### src/rtl/move_request_gen.sv
// Move-entry front end for the chess clock: synchronises and debounces the
// move button, emits a fixed-length `moved` window and keeps per-player counts.
module move_request_gen #(
    parameter int DEBOUNCE_CYCLES = 1_000_000,
    parameter int HOLD_CYCLES     = 4,
    parameter int GAP_CYCLES      = 4
) (
    input  logic       clock,
    input  logic       reset,
    input  logic       btn_raw,
    input  logic       player_turn,
    input  logic       end_game,
    output logic       moved,
    output logic       rejected,
    output logic       busy,
    output logic [7:0] move_count_p0,
    output logic [7:0] move_count_p1,
    output logic [2:0] fsm_state
);

    localparam int MAX_A   = (DEBOUNCE_CYCLES > HOLD_CYCLES) ? DEBOUNCE_CYCLES : HOLD_CYCLES;
    localparam int MAX_CYC = (MAX_A > GAP_CYCLES) ? MAX_A : GAP_CYCLES;
    localparam int CNT_W   = $clog2(MAX_CYC + 1);

    localparam logic [CNT_W-1:0] DEB_LAST  = CNT_W'(DEBOUNCE_CYCLES - 1);
    localparam logic [CNT_W-1:0] HOLD_LAST = CNT_W'(HOLD_CYCLES - 1);
    localparam logic [CNT_W-1:0] GAP_LAST  = CNT_W'(GAP_CYCLES - 1);
    localparam logic [CNT_W-1:0] CNT_ONE   = CNT_W'(1);

    localparam logic [2:0] IDLE     = 3'd0;
    localparam logic [2:0] DEBOUNCE = 3'd1;
    localparam logic [2:0] ASSERT   = 3'd2;
    localparam logic [2:0] RELEASE  = 3'd3;
    localparam logic [2:0] GAP      = 3'd4;

    logic             sync1, btn_s;
    logic [2:0]       state, state_n;
    logic [CNT_W-1:0] cnt, cnt_n;
    logic             rejected_n, inc_p0, inc_p1;

    assign fsm_state = state;

    always_ff @(posedge clock or posedge reset) begin
        if (reset) begin
            sync1 <= 1'b0;
            btn_s <= 1'b0;
        end else begin
            sync1 <= btn_raw;
            btn_s <= sync1;
        end
    end

    always_comb begin
        state_n    = state;
        cnt_n      = cnt;
        rejected_n = 1'b0;
        inc_p0     = 1'b0;
        inc_p1     = 1'b0;
        case (state)
            IDLE: begin
                if (btn_s) begin
                    state_n = DEBOUNCE;
                    cnt_n   = '0;
                end
            end
            DEBOUNCE: begin
                if (!btn_s) begin
                    state_n = IDLE;
                    cnt_n   = '0;
                end else if (cnt == DEB_LAST) begin
                    cnt_n = '0;
                    if (end_game) begin
                        state_n    = RELEASE;
                        rejected_n = 1'b1;
                    end else begin
                        // Player is sampled at the decision edge, not when moved is seen.
                        state_n = ASSERT;
                        inc_p0  = ~player_turn;
                        inc_p1  = player_turn;
                    end
                end else begin
                    cnt_n = cnt + CNT_ONE;
                end
            end
            ASSERT: begin
                if (cnt == HOLD_LAST) begin
                    state_n = RELEASE;
                    cnt_n   = '0;
                end else begin
                    cnt_n = cnt + CNT_ONE;
                end
            end
            RELEASE: begin
                // Any high sample restarts the release qualification, so a held button never re-fires.
                if (btn_s) begin
                    cnt_n = '0;
                end else if (cnt == DEB_LAST) begin
                    state_n = GAP;
                    cnt_n   = '0;
                end else begin
                    cnt_n = cnt + CNT_ONE;
                end
            end
            GAP: begin
                if (cnt == GAP_LAST) begin
                    state_n = IDLE;
                    cnt_n   = '0;
                end else begin
                    cnt_n = cnt + CNT_ONE;
                end
            end
            default: begin
                state_n = IDLE;
                cnt_n   = '0;
            end
        endcase
    end

    always_ff @(posedge clock or posedge reset) begin
        if (reset) begin
            state         <= IDLE;
            cnt           <= '0;
            moved         <= 1'b0;
            rejected      <= 1'b0;
            busy          <= 1'b0;
            move_count_p0 <= 8'd0;
            move_count_p1 <= 8'd0;
        end else begin
            state    <= state_n;
            cnt      <= cnt_n;
            moved    <= (state_n == ASSERT);
            rejected <= rejected_n;
            busy     <= (state_n != IDLE);
            if (inc_p0 && move_count_p0 != 8'hFF) move_count_p0 <= move_count_p0 + 8'd1;
            if (inc_p1 && move_count_p1 != 8'hFF) move_count_p1 <= move_count_p1 + 8'd1;
        end
    end

endmodule

### config.mk
export PLATFORM = sky130hd
export DESIGN_NAME = move_request_gen
export DESIGN_NICKNAME = d
export VERILOG_FILES = /design/src/rtl/move_request_gen.sv
export SDC_FILE = /design/constraint.sdc
export NUM_CORES = 1
export LEC_CHECK = 0
export ABC_AREA = 1
export BUFFER_PORTS_ARGS = -buffer_cell sky130_fd_sc_hd__buf_4
export CAP_MARGIN = 0
export CORE_UTILIZATION = 59
export CTS_CLUSTER_DIAMETER = 80
export DETAILED_ROUTE_END_ITERATION = 6
export HOLD_SLACK_MARGIN = 0.03
export PLACE_DENSITY = 0.8
export SLEW_MARGIN = 10
export SYNTH_ARGS = -nofsm -noshare
export SYNTH_HDL_FRONTEND = slang
export SYNTH_SLANG_ARGS = --single-unit
### constraint.sdc
create_clock -name clock -period 2.1 [get_ports clock]
set_input_delay 0.105 -clock clock [delete_from_list [all_inputs] [get_ports clock]]
set_output_delay 0.105 -clock clock [all_outputs]
set_load 0.01 [all_outputs]
==> flow_summary.ini <==
[run_status]
status = complete, no violations

[sta]
final.setup_skew_ns = 0.008266
finalHoldViolations = 0
setup-violations-final = 0
tns_ns = 0
slew_viol_final = 0
hold_slack_ns = 0.08194
fmax_mhz = 554.1
rsz0062_at_grt = false
fin_crit_ns = 1.805
maxSlewHeadroom_pct = 66.59
worst_pin_slew_ns = 0.5012
fin_crit_sh_pct = 85.94

[cts]
clkSinkCount = 44
cts_made_buffers = 5
cts-root-buf = clkbuf_8
worstSkewPairLatency_ns = 0.30
cts_buffer_depth = 2
clk_pin_slew_worst_paths_ns = 0.09
cts_max_level = 2
cts_setup_buffers = 0
cts_tree = yes

[drt]
drtIter0Drc = 301
avgViaCountPerCell = 5.302
route.detailed.drc = 0
wl_per_cell_um = 12.85
drtAntennaViolNets = 0
first_pass_iters = 4
routed_wl_um = 5706
vias = 2354

[final_layout]
area_delta_synth_final_pct = 12.69
antennaDiodeCount = 0
final_cell_mix = 82 x nand2_1, 52 x inv_1, 44 x dfrtp_1, 40 x nor2_1, 28 x buf_4
fin_nets = 399
fillers = 374
final_common_cell = nand2_1
drive_above_1_share_pct = 21.68

[floorplanning]
ios = 27
die_h_um = 70.15
coreArea_sq_mm = 0.004414
row_count = 24
dieWidth_um = 70.15
initial_core_util_pct = 62.07
dieArea_sq_mm = 0.004921

[worst_setup_path]
path_max_fanout = 8
crit_chain = ha_1, nand3_1, nor2_2, nand3_2, clkinv_2, nand3_2, buf_4, nand2_1, o21ai_2
crit_path_start_kind = flop
crit_path_max_incr_delay_ns = 0.41
critPathArrivalTime_ns = 2.01
end_kind = flop
crit_buf_inv = 2
crit_path_top_delay_cell = dfrtp_1
crit_path_frequent_cell = nand3_2
path_delay_family = simple AND/OR/NAND/NOR gates
required_ns = 2.30
crit_type = reg -> reg

[synthesis]
ys_seq_area_share_pct = 40.18
synthCells = 359
syn_nets = 367
yosysTopAreaCellShare_pct = 40.18
ys_ff_latch = 44
synth_warnings = 0
syn_area_per_cell_sq_um = 7.633
synth_area_sq_mm = 0.002740
synth_cell_types = 31
synth_largest_area_cell = dfrtp_1
yosys-top-cells-area = dfrtp_1 40%, nand2_1 11%, inv_1 7.3%, nor2_1 5.5%, nand3_1 4.6%

[grt]
grtUsageTotal_pct = 24.86
gr-total-overflow = 0
grt_max_degree = 41
grt_pass1_vias = 2197
grt_pass1_wl_um = 9632
antenna_found_initial = 0

[pwr]
powerDensity_mw_per_mm2 = 558.4
power.leakage_nw = 1.547
p_seq_share_pct = 52.0
power.total_mw = 1.724
peakVddDrop_v = 0.0005503
combinationalPowerShare_pct = 9.7
power_frac_clock_pct = 38.3
internal_power_mw = 1.277
power.share.switching_pct = 25.92
p_switching_mw = 0.4469

[hold_path]
hold_class = in -> reg

[placement]
dp.final_hpwl_um = 4154
globalplace.congestion = 0.9316
io_buffers = 26

[job]
max_cap_violations = 0
## registers in the layout, summed over array words and instances (netlist names)
signal         count
btn_s              1
cnt               20
busy               1
rejected           1
fsm_state          3
moved              1
move_count_p0      8
sync1              1
move_count_p1      8
## per-stage QoR
stage                     area (sq um)  utilization (%)  worst slack, ns  cells
final                             3088            69.95           0.2952    444
after global routing              3088            69.95           0.1547    444
after CTS                         3088            69.95           0.2855    444
after detailed placement          2957            66.98           0.2996    434
after global placement            2957            66.98           0.4224    434
after floorplan                   2740                -           0.5951    359
## final cells by class
class | instances | area [sq um] | share of cell area [%]
Clock buffer | 5 | 68.82 | 2.229
Clock inverter | 3 | 42.54 | 1.378
Inverter | 59 | 225.2 | 7.293
Multi-Input combinational cell | 251 | 1355 | 43.88
Sequential cell | 44 | 1101 | 35.66
Tap cell | 52 | 65.06 | 2.107
Timing Repair Buffer | 30 | 230.2 | 7.455
## layer usage
| metal | track usage, % | part of all wire (%) |
|---|---|---|
| met5 | 0 | 0 |
| met4 | 9.111 | 1.7 |
| met3 | 4.906 | 4.2 |
| met2 | 40.06 | 46 |
| met1 | 33.33 | 48 |
## synthesized netlist by cell type
master,n
or2_1,1
nor2_1,40
inv_4,1
and3_1,2
o21ai_1,3
nand3_4,2
xnor2_1,7
nor3_1,9
buf_2,1
buf_12,1
nand2_2,6
buf_6,3
a21oi_1,8
nor4_1,3
xor2_1,9
nand4_1,12
ha_1,3
o21bai_1,1
nand2_1,82
nor2_4,1
o21ai_2,12
nand3b_1,1
nor3_2,4
inv_1,53
o21ai_0,2
clkinv_2,1
inv_2,4
dfrtp_1,44
nand3_2,4
nand3_1,25
nor2_2,14
## cell families (layout without fill, tap and decap cells)
family | after synthesis | in the layout | share of synthesized area, %
and+or+nand+nor | 206 | 206 | 36.48
buffers and inverters | 64 | 97 | 10.36
DFF | 44 | 44 | 40.18
AOI/OAI and AO/OA | 26 | 26 | 6.484
xor gates and xnor gates | 16 | 16 | 5.114
adders and majority gates | 3 | 3 | 1.370
## worst reg2reg max path, stage by stage (launching register included)
cell	delay, ns
dfrtp_1	0.41
ha_1	0.22
nand3_1	0.15
nor2_2	0.17
nand3_2	0.11
clkinv_2	0.09
nand3_2	0.18
buf_4	0.24
nand2_1	0.08
o21ai_2	0.06
## power by group through the flow
stage                     sequential (mW)  clock, mW  combinational [mW]
after floorplan                     0.909          0               0.126
after global routing                0.900      0.704               0.184
after CTS                           0.897      0.665               0.169
after detailed placement            0.914          0               0.165
after global placement              0.910          0               0.156
final                               0.897      0.661               0.167
## repair_timing
action / CTS / global route
hold endpoints to repair: 5 / 0
hold buffers: 2 / 0
resized for setup: 0 / 0
## worst paths after layout
kind,end,slack [ns],start,cells past startpoint
worst max-delay path,move_count_p0[7],0.30,cnt[0],9
worst min-delay path,rejected,0.08,end_game,3
worst max register to register,move_count_p0[7],0.30,cnt[0],9
worst min register to register,btn_s,0.36,sync1,0
max in group asynchronous,cnt[8],1.17,reset,4
min in group asynchronous,move_count_p0[3],0.22,reset,3
Note: power is estimated with default switching activity, not from simulation.
